## src/rtl/touch_pkg.sv

```systemverilog
// touch_pkg: shared state encoding and default zone map for the 240x240 touch panel.
package touch_pkg;

    typedef enum logic [1:0] {IDLE, DEBOUNCE, HELD, REPEAT} state_t;

    localparam int TOUCH_COORD_W = 8;

    // Exclusive bounds, zone3 in the top byte: {left, down, up, right}
    localparam logic [4*TOUCH_COORD_W-1:0] ZONE_XLO = {8'd69,  8'd26,  8'd223, 8'd69};
    localparam logic [4*TOUCH_COORD_W-1:0] ZONE_XHI = {8'd142, 8'd43,  8'd240, 8'd142};
    localparam logic [4*TOUCH_COORD_W-1:0] ZONE_YLO = {8'd211, 8'd74,  8'd74,  8'd13};
    localparam logic [4*TOUCH_COORD_W-1:0] ZONE_YHI = {8'd240, 8'd153, 8'd153, 8'd31};

endpackage

```

## src/rtl/touch_zone_match.sv

```systemverilog
// touch_zone_match: strict rectangle compare against every zone, lowest matching index wins.
module touch_zone_match #(
    parameter int COORD_W = 8,
    parameter int N_ZONES = 4,
    localparam int IDX_W  = N_ZONES > 1 ? $clog2(N_ZONES) : 1
) (
    input  logic [COORD_W-1:0]         i_x,
    input  logic [COORD_W-1:0]         i_y,
    input  logic [N_ZONES*COORD_W-1:0] i_xlo,
    input  logic [N_ZONES*COORD_W-1:0] i_xhi,
    input  logic [N_ZONES*COORD_W-1:0] i_ylo,
    input  logic [N_ZONES*COORD_W-1:0] i_yhi,
    output logic                       o_hit,
    output logic [IDX_W-1:0]           o_idx
);

    logic [N_ZONES-1:0] w_m;

    for (genvar g = 0; g < N_ZONES; g++) begin : g_cmp
        assign w_m[g] = (i_xlo[g*COORD_W +: COORD_W] < i_x) && (i_x < i_xhi[g*COORD_W +: COORD_W]) &&
                        (i_ylo[g*COORD_W +: COORD_W] < i_y) && (i_y < i_yhi[g*COORD_W +: COORD_W]);
    end

    assign o_hit = |w_m;

    always_comb begin
        o_idx = '0;
        for (int i = N_ZONES - 1; i >= 0; i--)
            if (w_m[i]) o_idx = IDX_W'(i);
    end

endmodule

```

## src/rtl/touch_dir_decoder.sv

```systemverilog
// touch_dir_decoder: debounced touch-zone direction level plus press pulse with hold-to-repeat.
module touch_dir_decoder
    import touch_pkg::*;
#(
    parameter int COORD_W    = TOUCH_COORD_W,
    parameter int N_ZONES    = 4,
    parameter int DEBOUNCE_N = 3,
    parameter int REPEAT_DLY = 5000000,
    parameter int REPEAT_PER = 1000000
) (
    input  logic                       clk,
    input  logic                       rst_n,
    input  logic                       pen_down,
    input  logic                       sample_vld,
    input  logic [COORD_W-1:0]         x_in,
    input  logic [COORD_W-1:0]         y_in,
    input  logic [N_ZONES*COORD_W-1:0] zone_xlo,
    input  logic [N_ZONES*COORD_W-1:0] zone_xhi,
    input  logic [N_ZONES*COORD_W-1:0] zone_ylo,
    input  logic [N_ZONES*COORD_W-1:0] zone_yhi,
    output logic [N_ZONES-1:0]         dir,
    output logic [N_ZONES-1:0]         dir_pulse,
    output logic                       busy
);

    localparam int IDX_W   = N_ZONES > 1 ? $clog2(N_ZONES) : 1;
    localparam int CNT_W   = $clog2(DEBOUNCE_N + 1);
    localparam int TMR_LIM = REPEAT_DLY > REPEAT_PER ? REPEAT_DLY : REPEAT_PER;
    localparam int TMR_W   = $clog2(TMR_LIM + 1);
    localparam logic [TMR_W-1:0] DLY_END = TMR_W'(REPEAT_DLY > 0 ? REPEAT_DLY - 1 : 0);
    localparam logic [TMR_W-1:0] PER_END = TMR_W'(REPEAT_PER - 1);
    localparam logic [TMR_W-1:0] TMR_TOP = TMR_W'(TMR_LIM);
    localparam logic [CNT_W-1:0] CNT_END = CNT_W'(DEBOUNCE_N);

    state_t             r_state, w_state;
    logic [IDX_W-1:0]   r_cand, w_cand, w_idx;
    logic [CNT_W-1:0]   r_cnt, w_cnt;
    logic [TMR_W-1:0]   r_tmr, w_tmr;
    logic [N_ZONES-1:0] r_dir, w_dir, r_pulse, w_pulse;
    logic               r_busy, w_hit, w_same, w_expire;

    touch_zone_match #(.COORD_W(COORD_W), .N_ZONES(N_ZONES)) u_match (
        .i_x(x_in), .i_y(y_in),
        .i_xlo(zone_xlo), .i_xhi(zone_xhi), .i_ylo(zone_ylo), .i_yhi(zone_yhi),
        .o_hit(w_hit), .o_idx(w_idx)
    );

    assign w_same   = w_hit && (w_idx == r_cand);
    assign w_expire = (r_state == HELD && REPEAT_DLY != 0 && r_tmr == DLY_END) ||
                      (r_state == REPEAT && r_tmr == PER_END);

    always_comb begin
        w_state = r_state;
        w_cand  = r_cand;
        w_cnt   = r_cnt;
        w_tmr   = r_tmr;
        w_dir   = r_dir;
        w_pulse = '0;
        if (!pen_down) begin
            w_state = IDLE;
            w_cand  = '0;
            w_cnt   = '0;
            w_tmr   = '0;
            w_dir   = '0;
        end else begin
            case (r_state)
                IDLE: if (sample_vld && w_hit) begin
                    w_state = DEBOUNCE;
                    w_cand  = w_idx;
                    w_cnt   = CNT_W'(1);
                end
                DEBOUNCE: if (sample_vld) begin
                    w_state = w_hit ? DEBOUNCE : IDLE;
                    w_cand  = w_hit ? w_idx : r_cand;
                    w_cnt   = !w_hit ? '0 : w_same ? r_cnt + CNT_W'(1) : CNT_W'(1);
                end
                default: if (sample_vld && !w_same) begin
                    // Leaving the held zone always drops dir; a new hit restarts debounce
                    w_state = w_hit ? DEBOUNCE : IDLE;
                    w_cand  = w_hit ? w_idx : r_cand;
                    w_cnt   = w_hit ? CNT_W'(1) : '0;
                    w_tmr   = '0;
                    w_dir   = '0;
                end else if (w_expire) begin
                    w_state = REPEAT;
                    w_tmr   = '0;
                    w_pulse = r_dir;
                end else begin
                    w_tmr   = r_tmr == TMR_TOP ? r_tmr : r_tmr + TMR_W'(1);
                end
            endcase
            if (w_state == DEBOUNCE && w_cnt == CNT_END) begin
                w_state = HELD;
                w_tmr   = '0;
                w_dir   = N_ZONES'(1) << w_cand;
                w_pulse = N_ZONES'(1) << w_cand;
            end
        end
    end

    always_ff @(posedge clk or negedge rst_n) begin
        if (!rst_n) begin
            r_state <= IDLE;
            r_cand  <= '0;
            r_cnt   <= '0;
            r_tmr   <= '0;
            r_dir   <= '0;
            r_pulse <= '0;
            r_busy  <= 1'b0;
        end else begin
            r_state <= w_state;
            r_cand  <= w_cand;
            r_cnt   <= w_cnt;
            r_tmr   <= w_tmr;
            r_dir   <= w_dir;
            r_pulse <= w_pulse;
            r_busy  <= w_state != IDLE;
        end
    end

    assign dir       = r_dir;
    assign dir_pulse = r_pulse;
    assign busy      = r_busy;

endmodule

```

## config.mk

```make
export PLATFORM = sky130hd
export DESIGN_NAME = touch_dir_decoder
export DESIGN_NICKNAME = d
export VERILOG_FILES = /design/src/rtl/touch_pkg.sv /design/src/rtl/touch_zone_match.sv /design/src/rtl/touch_dir_decoder.sv
export SDC_FILE = /design/constraint.sdc
export NUM_CORES = 1
export LEC_CHECK = 0
export ABC_AREA = 1
export ABC_CLOCK_PERIOD_IN_PS = 2700
export CAP_MARGIN = 20
export CORE_ASPECT_RATIO = 0.9
export CORE_UTILIZATION = 46
export CTS_BUF_LIST = sky130_fd_sc_hd__clkbuf_8
export DETAILED_ROUTE_END_ITERATION = 6
export PLACE_DENSITY_LB_ADDON = 0.2
export SYNTH_ARGS = -nofsm -noshare
export SYNTH_HDL_FRONTEND = slang
export SYNTH_SLANG_ARGS = --single-unit
```

## constraint.sdc

```tcl
create_clock -name clk -period 2.7 [get_ports clk]
set_clock_uncertainty 0.15 [all_clocks]
set_input_delay 0.405 -clock clk [delete_from_list [all_inputs] [get_ports clk]]
set_output_delay 0.405 -clock clk [all_outputs]
set_load 0.01 [all_outputs]
```

Word-level counts from Yosys, hierarchy flattened
Cells that the tools add are included.

storage, ports and cells
  input port bits = 148
  output and inout bits = 9
  logic and storage cells = 107
  bits in registers = 38

cells by class
  equality and inequality tests = 12
  reduce and logical (&&, ||, !) cells = 26
  shift operators = 1
  $add $sub $neg = 2
  $lt $le $gt $ge = 16
  multiplexer cells = 43

operator list
  operator                                                                 number
  23-bit 2-to-1 mux                                                        6
  8-bit < comparator                                                       16
  2-bit 2-to-1 mux                                                         24
  23-bit equality test, second input constant                              2
  4-bit 2-to-1 mux                                                         9
  23-bit by 1-bit adder with 23-bit output, second input constant          1
  23-bit by 20-bit equality test with 1-bit output, second input constant  1
  1-bit logical AND                                                        18
  2-bit case mux with 2 select lines                                       3
  2-bit equality test, second input constant                               3
  5-bit by 4-bit inequality test with 1-bit output, second input constant  1
  2-bit by 1-bit equality test with 1-bit output, second input constant    2
  2-bit AND reduction                                                      2
  4-bit OR reduction                                                       1
  1-bit by 2-bit left shift with 4-bit output, first input constant        1
  3-bit by 1-bit inequality test with 1-bit output, second input constant  1
  3-bit by 2-bit inequality test with 1-bit output, second input constant  1
  2-bit by 1-bit adder with 2-bit output, second input constant            1
  2-bit equality test                                                      1
  2-bit zero test                                                          1
  2-bit nonzero test                                                       1
  2-bit OR reduction                                                       1
  1-bit zero test                                                          1
  1-bit logical OR                                                         1
  1-bit 2-to-1 mux                                                         1

Depth between registers and ports, before layout
Gate-level depths: netlist (run 1).

  depth after elaboration = 20
  depth in mapped cells = 26
  depth with buffers taken out = 25

Cells and area by module
A second synthesis (run 1) with hierarchy kept.

second synthesis, totals
  cell total of the unflattened synthesis = 885
  area total of the unflattened synthesis = 5,656.7 um^2

by module, submodules not included
  module             cells an instance  area each (um^2)  instances  seq. area each (um^2)
  touch_zone_match   495                2,979.1           1          0.0
  touch_dir_decoder  390                2,677.6           1          950.9

Worst setup path before layout (run 1)
Ideal clock, no wire load.

  path kind = input to register
  start = input port x_in[5]
  end = register r_tmr[0]
  arrival time = 2,436 ps
  stages on the path = 21
  slack = -7 ps
  path through = inv_1 -> ha_1 -> a21oi_1 -> nor2_1 -> nor3_1 -> nand2_1 -> nor2_1 -> nand3_2 -> nand2_2 -> nor2_2 -> a21oi_4 -> nand2_4 -> nand2_8 -> nand2_4 -> nand2_4 -> nand2_4 -> nor2_8 -> buf_8 -> nor2_2 -> nand3_1 -> nand2_1

on the way
  cells in the longest elaborated chain, start to end = 19

ends and longest elaborated chain
  element                                                                                   RTL line                                          RTL
  from (decl)                                                                               touch_dir_decoder.sv:15                           input logic [COORD_W-1:0] x_in,
  8-bit < comparator                                                                        touch_zone_match.sv:20                            assign w_m[g] = (i_xlo[g*COORD_W +: COORD_W] < i_x) && (i_x < i_xhi[g*COORD_W +: COORD_W]) &&
  1-bit logical AND (2 in a row)                                                            touch_zone_match.sv:20
  1-bit logical AND                                                                         touch_zone_match.sv:21                            (i_ylo[g*COORD_W +: COORD_W] < i_y) && (i_y < i_yhi[g*COORD_W +: COORD_W]);
  2-bit 2-to-1 mux (4 in a row)                                                             touch_zone_match.sv:29                            if (w_m[i]) o_idx = IDX_W'(i);
  2-bit equality test                                                                       touch_dir_decoder.sv:48                           assign w_same = w_hit && (w_idx == r_cand);
  1-bit logical AND                                                                         touch_dir_decoder.sv:48
  2-bit 2-to-1 mux or 1-bit zero test (tied branches)                                       touch_dir_decoder.sv:75, touch_dir_decoder.sv:77
  2-bit 2-to-1 mux or 1-bit logical AND (tied branches)                                     touch_dir_decoder.sv:75, touch_dir_decoder.sv:77
  2-bit 2-to-1 mux (on tied branches)                                                       touch_dir_decoder.sv:72, touch_dir_decoder.sv:77
  2-bit case mux with 2 select lines                                                        touch_dir_decoder.sv:66                           case (r_state)
  2-bit 2-to-1 mux                                                                          touch_dir_decoder.sv:59                           if (!pen_down) begin
  2-bit equality test or 2-bit by 1-bit equality test with 1-bit output (tied branches)     touch_dir_decoder.sv:92                           if (w_state == DEBOUNCE && w_cnt == CNT_END) begin
  1-bit logical AND                                                                         touch_dir_decoder.sv:92
  5-bit by 4-bit inequality test with 1-bit output (no line), or another cell as far along  n/a
  2-bit AND reduction (no line) or 23-bit 2-to-1 mux (tied branches)                        n/a
  to (signal assigned)                                                                      touch_dir_decoder.sv:114                          r_tmr <= w_tmr;
  to (decl)                                                                                 touch_dir_decoder.sv:38                           logic [TMR_W-1:0] r_tmr, w_tmr;

Several ways; a longest one is shown, not always the timed one. The select of a mux whose other input is x is not followed.
A chain may end at the register's enable or synchronous reset.

Worst setup path in the final report (run 1)
  start = input port x_in[7]
  end = register r_tmr[9]

The elaborated chain is that of the path after synthesis.

==> results.ini, run 1 <==
[placement]
placed_area_mm2 = 0.008268
place_congestion = 0.8940
dp.cells = 1260
portBuffers = 156
hpwl_um = 13610

[yosys]
syn_nets = 1146
synth.distinct_cells = 44
yosysWarnings = 0
avgSynthCellArea_um2 = 6.838
synth_ff_type = dfrtp_1
syn_area_mm2 = 0.006045
ys_ff_latch = 38
async_flop_share_pct = 100.0
netlist_instances = 884
synth_edf_count = 0
ys_seq_area_share_pct = 15.73

[sta]
rsz0062_at_grt = yes
fmax_mhz = 327.3
drv_slew = 0
finalSetupViolations = 35
fin_crit_ps = 3055
fin_crit_sh_pct = 113.2
maxSlewHeadroom_pct = 39.59
holdWs_ps = 62.79
finalHoldViolCount = 0
setup_ws_ps = -355.1
worst_slew_pin_slew_ps = 902.9

[clock_tree]
htreeDepth = 2
clock_path_buffers = 2
insertion_delay_ps = 300
hold_buffers = 0
cts_tree = yes
cts_sinks = 38
cts_buffers = 5
clk_pin_slew_ps = 80
cts-root-buf = clkbuf_8

[pwr]
comb_power_share_pct = 61.4
power.density_mw_per_mm2 = 255.4
switching_power_mw = 1.080
ir_drop_mv = 0.1839
p_int_mw = 1.508
pwr-share-seq_pct = 23.5
swShare_pct = 41.73
clkPwrFrac_pct = 15.1
leakagePower_nw = 4.871

[finish]
area_growth_pct = 67.71
design_area_mm2 = 0.01014
fill_cells = 788
layout.cells.non_filler = 1302
num-nets-final = 1399
drive_gt1_share_pct = 43.10

[global_routing]
grt_overflow = 0
grt_pass1_wl_um = 34070
grt_pass1_vias = 7233
antenna_found_initial = 1
grt_max_degree = 39
grtUsageTotal_pct = 31.34

[critical_path]
startpoint = x_in[7]
slowest_stage = nor2_8
crit_cells = 26
path_buf_inv = 5
reg2reg_depth = 19
crit_family = simple AND/OR/NAND/NOR gates
max_stage_delay_ps = 220
r2r-start = r_tmr[0]
cp.required_ps = 2740
path_max_fanout = 6
setup.worst_path.end_class = flip-flop
crit_arrival_ps = 3090
path_class = in2reg
startpoint_type = input port
crit_top_cell = nand2_4

[die]
chipWidth_um = 122.8
rows = 39
dieArea_mm2 = 0.01360
start_util_pct = 47.46
coreArea_mm2 = 0.01274
die_h_um = 110.8
io_pins = 157

[route]
drt_first_pass_iters = 6
drtIter0Drc = 616
drt-vias-per-instance = 5.610
drt_wl_total_um = 24030
num_vias = 7304
drc = 0
antenna_left = 0
post_drt_wl_per_cell_um = 18.46

[run_status]
outcome = complete, but fails checks
failed_checks = negative setup slack

[worst_hold_path]
holdCritPathClass = in2async

[flow_run]
max_cap_viol_count = 0

==> metrics by stage <==
step / utilization, % / setup TNS, ps / power (mW) / worst slack, ps
after floorplan: - / 0 / 1.203 / 0.9557
after global placement: 64.92 / -35040 / 1.647 / -1029
after detailed placement: 64.92 / -37550 / 1.665 / -1117
after CTS: 75.42 / -2044 / 2.338 / -96.89
after global routing: 79.60 / -14770 / 2.747 / -479.6
final: 79.60 / -10740 / 2.589 / -355.1
==> routing by layer <==
metal | vias up | wire length (um) | global-route usage, %
met2 | 439 | 11630 | 52.43
met3 | 143 | 2138 | 7.613
met1 | 3341 | 8962 | 37.74
li1 | 3381 | - | -
met5 | - | 0 | 0
met4 | 0 | 1304 | 13.25
==> area by class of cell <==
cell class | count | area [um2] | area share (%)
Timing Repair Buffer | 260 | 2437 | 24.04
Inverter | 171 | 678.2 | 6.690
Clock inverter | 2 | 10.01 | 0.09874
Multi-Input combinational cell | 661 | 5784 | 57.06
Sequential cell | 38 | 950.9 | 9.380
Tap cell | 164 | 205.2 | 2.024
Antenna cell | 1 | 2.502 | 0.02469
Clock buffer | 5 | 68.82 | 0.6788
==> cell usage after synthesis, types with 3 or more instances <==
cell      number  area share, %
nand2_1      243             15
inv_1        161             10
xnor2_1        3           0.43
nand3_2       24            4.0
ha_1         114             24
o211ai_1      29            3.6
dfrtp_1       38             16
nor4_1         6           0.62
nand2_2        6           0.62
nor2_2        27            2.8
nand4_1       10            1.0
nand3_1       42            3.5
xor2_1         4           0.58
buf_2          7           0.58
nor3_1        10           0.83
nand2_4        4           0.75
o21ai_0       16            1.3
nor2_4         3           0.56
a21oi_1       42            3.5
nor2_1        48            3.0
inv_2          8           0.50
o21ai_1        3           0.25
clkbuf_1       4           0.25
==> sequential cells by signal, summed over array words and instances (netlist names) <==
register / count
busy: 1
r_state: 2
dir: 4
r_cnt: 2
r_cand: 2
dir_pulse: 4
r_tmr: 23
==> placed cells by master (no fill, tap or decap), types with 7 or more instances in the layout <==
master / netlist / final
o21ai_0: 16 / 9
a21oi_4: 2 / 8
nand2_2: 6 / 50
o211ai_1: 29 / 29
a21oi_2: 1 / 28
nand4_1: 10 / 10
nor2_2: 27 / 24
nand2_1: 243 / 189
a21oi_1: 42 / 9
nor2_1: 48 / 34
dfrtp_1: 38 / 38
dlygate4sd2_1: 0 / 68
inv_4: 0 / 7
nand3_1: 42 / 27
buf_6: 1 / 33
inv_2: 8 / 53
buf_8: 2 / 7
buf_2: 7 / 18
clkdlybuf4s15_1: 0 / 28
nor3_1: 10 / 7
clkdlybuf4s50_1: 0 / 20
nand3_2: 24 / 36
buf_4: 1 / 67
ha_4: 0 / 62
nand2_4: 4 / 13
ha_1: 114 / 42
nor2_4: 3 / 20
ha_2: 0 / 10
inv_1: 161 / 106
==> cells by family (layout without fill, tap and decap cells) <==
group           after synthesis  in the layout  share of synthesized area [%]
buf+inv                     188            438                          12.92
compound gates              103            106                          10.93
xor+xnor                      7              7                          1.014
other cells                   0              1                              0
flops                        38             38                          15.73
fa+ha+maj                   114            114                          23.60
simple gates                434            434                          35.81
==> final timing paths <==
| check | end | slack (ps) |
|---|---|---|
| max | r_tmr[9] | -360 |
| min | r_tmr[4] | 60 |
| max reg2reg | r_tmr[18] | -120 |
| min reg2reg | dir_pulse[2] | 400 |
| max in group asynchronous | r_tmr[20] | 1780 |
| min in group clk | dir_pulse[2] | 400 |
==> repair_timing <==
item / in CTS / in global routing
pin swaps: 242 / 117
gates resized for setup: 507 / 122
setup buffers: 20 / 9
cloned: 6 / 1
endpoints found under the setup margin: 38 / 38
==> power groups by stage <==
stage          clock network [mW]  logic [mW]  registers [mW]
6_report                    0.390        1.59           0.610
5_1_grt                     0.425        1.71           0.611
4_1_cts                     0.399        1.33           0.606
3_5_place_dp                    0        1.05           0.616
3_3_place_gp                    0        1.03           0.616
2_1_floorplan                   0       0.586           0.617
==> worst reg2reg max path: stages (launching register included) <==
cell and delay [ps]:
dfrtp_1 380, ha_2 200, nand3_1 110, inv_2 90, nand3_2 110, buf_4 170, nor2_4 90, nand3_2 100
nor2_4 170, nand4_1 150, nor2_2 160, nand2_1 70, nor2_2 120, nand2_2 80, xor2_1 140, nor2_1 80
nand2_1 70, nor2_2 150, nand3_2 80, nand2_1 70
No activity file was read; power rests on OpenSTA's default activity.
==> run 2: changes to the inputs <==
- DONT_BUFFER_PORTS: not set -> 1
==> run 2 against run 1 <==
- cell count decreased by 15%
- combinational power shrank 48%
- total power is 21% lower
- global-route usage shrank 7.7 points
- clock power up 55%
- sequential cell count stayed put
- highest routed layer unchanged
- the flow still finishes with violations (negative setup slack)
- fmax rose by 12%
- sequential power about the same
- routed wire length is 33% lower
- final area fell by 31%
- critical endpoint is now r_tmr[12]
==> results.ini, run 2 (synthesis gave the netlist of run 1 again) <==
[sta]
finalHoldViolCount = 0
fmax_mhz = 368.1
fin_crit_ps = 2716
fin_crit_sh_pct = 100.6
finalSetupViolations = 3
drv_slew = 0
tns_ps = -21.22
rsz0062_at_grt = yes
setup_ws_ps = -16.34
maxSlewHeadroom_pct = 42.75
worst_slew_pin_slew_ps = 855.6

[die]
io_pins = 157
dieArea_mm2 = 0.01360
chipWidth_um = 122.8
rows = 39
coreArea_mm2 = 0.01274
start_util_pct = 47.46
die_h_um = 110.8

[route]
post_drt_wl_per_cell_um = 14.56
wirelength_met1_um = 8191
num_vias = 5746
wl_met3_um = 1138
met2_length_um = 6719
top_layer = met4
drtIter0Drc = 281
drt_wl_total_um = 16190
drt_first_pass_iters = 4
antenna_left = 0
drc = 0
drt-vias-per-instance = 5.167

[finish]
drive_gt1_share_pct = 20.99
largest_register_ffs = 23
mostFrequentLayoutCell = nand2_1
regArea_um2 = 952.2
area_growth_pct = 16.54
multi_input_area_mm2 = 0.004513
layout.cells.non_filler = 1112
num-nets-final = 1209
top_register = r_tmr
fin_util_pct = 55.31
final_cell_mix = nand2_1, inv_1, ha_1
diodes = 0
fill_cells = 1257

[critical_path]
slowest_stage = ha_1
path_class = in2reg
r2r-start = r_tmr[1]
path_max_fanout = 7
path_cells = inv_1, ha_1, a21oi_1, a21oi_1, nor2_1, nand3_2, nand2_2, nand3_2, a21oi_4, nand2_4, buf_6, a21oi_4, nand2_4, nand3_4, o21ai_4, nand3_2, nand2_1
cp.required_ps = 2750
reg2reg_depth = 17
startpoint_type = input port
crit_arrival_ps = 2760
worst-r2r-setup-slack_ps = 20
max_stage_delay_ps = 320
worst_r2r_endpoint = r_tmr[17]
setup.worst_path.end_class = flip-flop
crit_top_cell = nand3_2

[pwr]
power.density_mw_per_mm2 = 291.2
leakagePower_nw = 3.849
total_power_mw = 2.051
ir_drop_mv = 0.1956

[placement]
dp.cells = 1092
portBuffers = 0
place_congestion = 0.8748
pre_cts_ws_ps = -494.4
hpwl_um = 12610

[clock_tree]
cts-root-buf = clkbuf_8
clk_pin_slew_ps = 90
clock_path_buffers = 2
insertion_delay_ps = 310
cts_buffers = 5
htreeDepth = 2
cts_tree = yes
cts_sinks = 38

[run_status]
outcome = complete, but fails checks
failed_checks = negative setup slack

[worst_hold_path]
hold_path_end = r_tmr[16]
holdCritPathClass = in2reg
min-delay-start = pen_down
holdPathStages = 2

[global_routing]
grtUsageTotal_pct = 23.63
grt_pass1_vias = 5312
grt_max_degree = 39
grt_pass1_wl_um = 25800
grt_overflow = 0
antenna_found_initial = 0

[flow_run]
max_cap_viol_count = 0

[run 2: cell count changes in the layout (fill, tap and decap cells not counted), moves of 20 or more]
cell / before / now
buf_6: 33 / 4
inv_1: 106 / 154
ha_4: 62 / 3
a21oi_2: 28 / 6
dlygate4sd2_1: 68 / 0
ha_1: 42 / 111
nand2_1: 189 / 236
inv_2: 53 / 13
clkdlybuf4s15_1: 28 / 0
clkdlybuf4s50_1: 20 / 0
nand2_2: 50 / 13
a21oi_1: 9 / 37
[run 2: per-layer routing]
layer / global-route usage [%] / vias to the layer above
met5: 0 / -
li1: - / 2986
met3: 4.064 / 14
met1: 34.80 / 2551
met2: 36.03 / 195
met4: 4.146 / 0
[run 2: area by class of cell]
type / count / area share [%]
Sequential cell: 38 / 13.52
Clock inverter: 3 / 0.9769
Tap cell: 164 / 2.913
Clock buffer: 5 / 0.9769
Timing Repair Buffer: 70 / 8.348
Inverter: 171 / 9.201
Multi-Input combinational cell: 661 / 64.07
[run 2: timing repair]
item	CTS	global route
hold buffers	2	0
gates resized for setup	12	33
setup buffers	1	6
setup endpoints to repair	31	34
cloned	1	2
endpoints found under the hold margin	38	0
pin swaps	7	23
[run 2: how the worst max path moves through the flow]
stage,from,to,slack (ps),cells past startpoint
final,y_in[3],r_tmr[12],-20,17
after global routing,r_tmr[1],r_tmr[17],-180,17
after CTS,x_in[3],r_tmr[12],-20,23
after detailed placement,y_in[3],r_tmr[0],-490,19
after global placement,y_in[5],r_tmr[20],-440,20
after floorplan,zone_xhi[23],r_tmr[0],1,23
[run 2: power breakdown]
part           switching, mW  leakage [nW]  internal [mW]
clock network          0.235        0.0683          0.370
registers             0.0248         0.525          0.587
logic                  0.496          3.26          0.338
[run 2: critical path, delay by kind of cell]
kind                     cells  cell delay (ps)
buffers and inverters        2              200
AO/OA/AOI/OAI                5              820
AND/OR/NAND/NOR              9             1000
adder cells (fa/ha/maj)      1              320
[run 2: stage by stage]
step / instance area [um2] / hold WS [ps]
floorplan: 6060 / -40.59
global placement: 6609 / -39.01
detailed placement: 6609 / -38.94
CTS: 6837 / 59.16
global route: 7044 / 57.98
finish: 7044 / 63.81
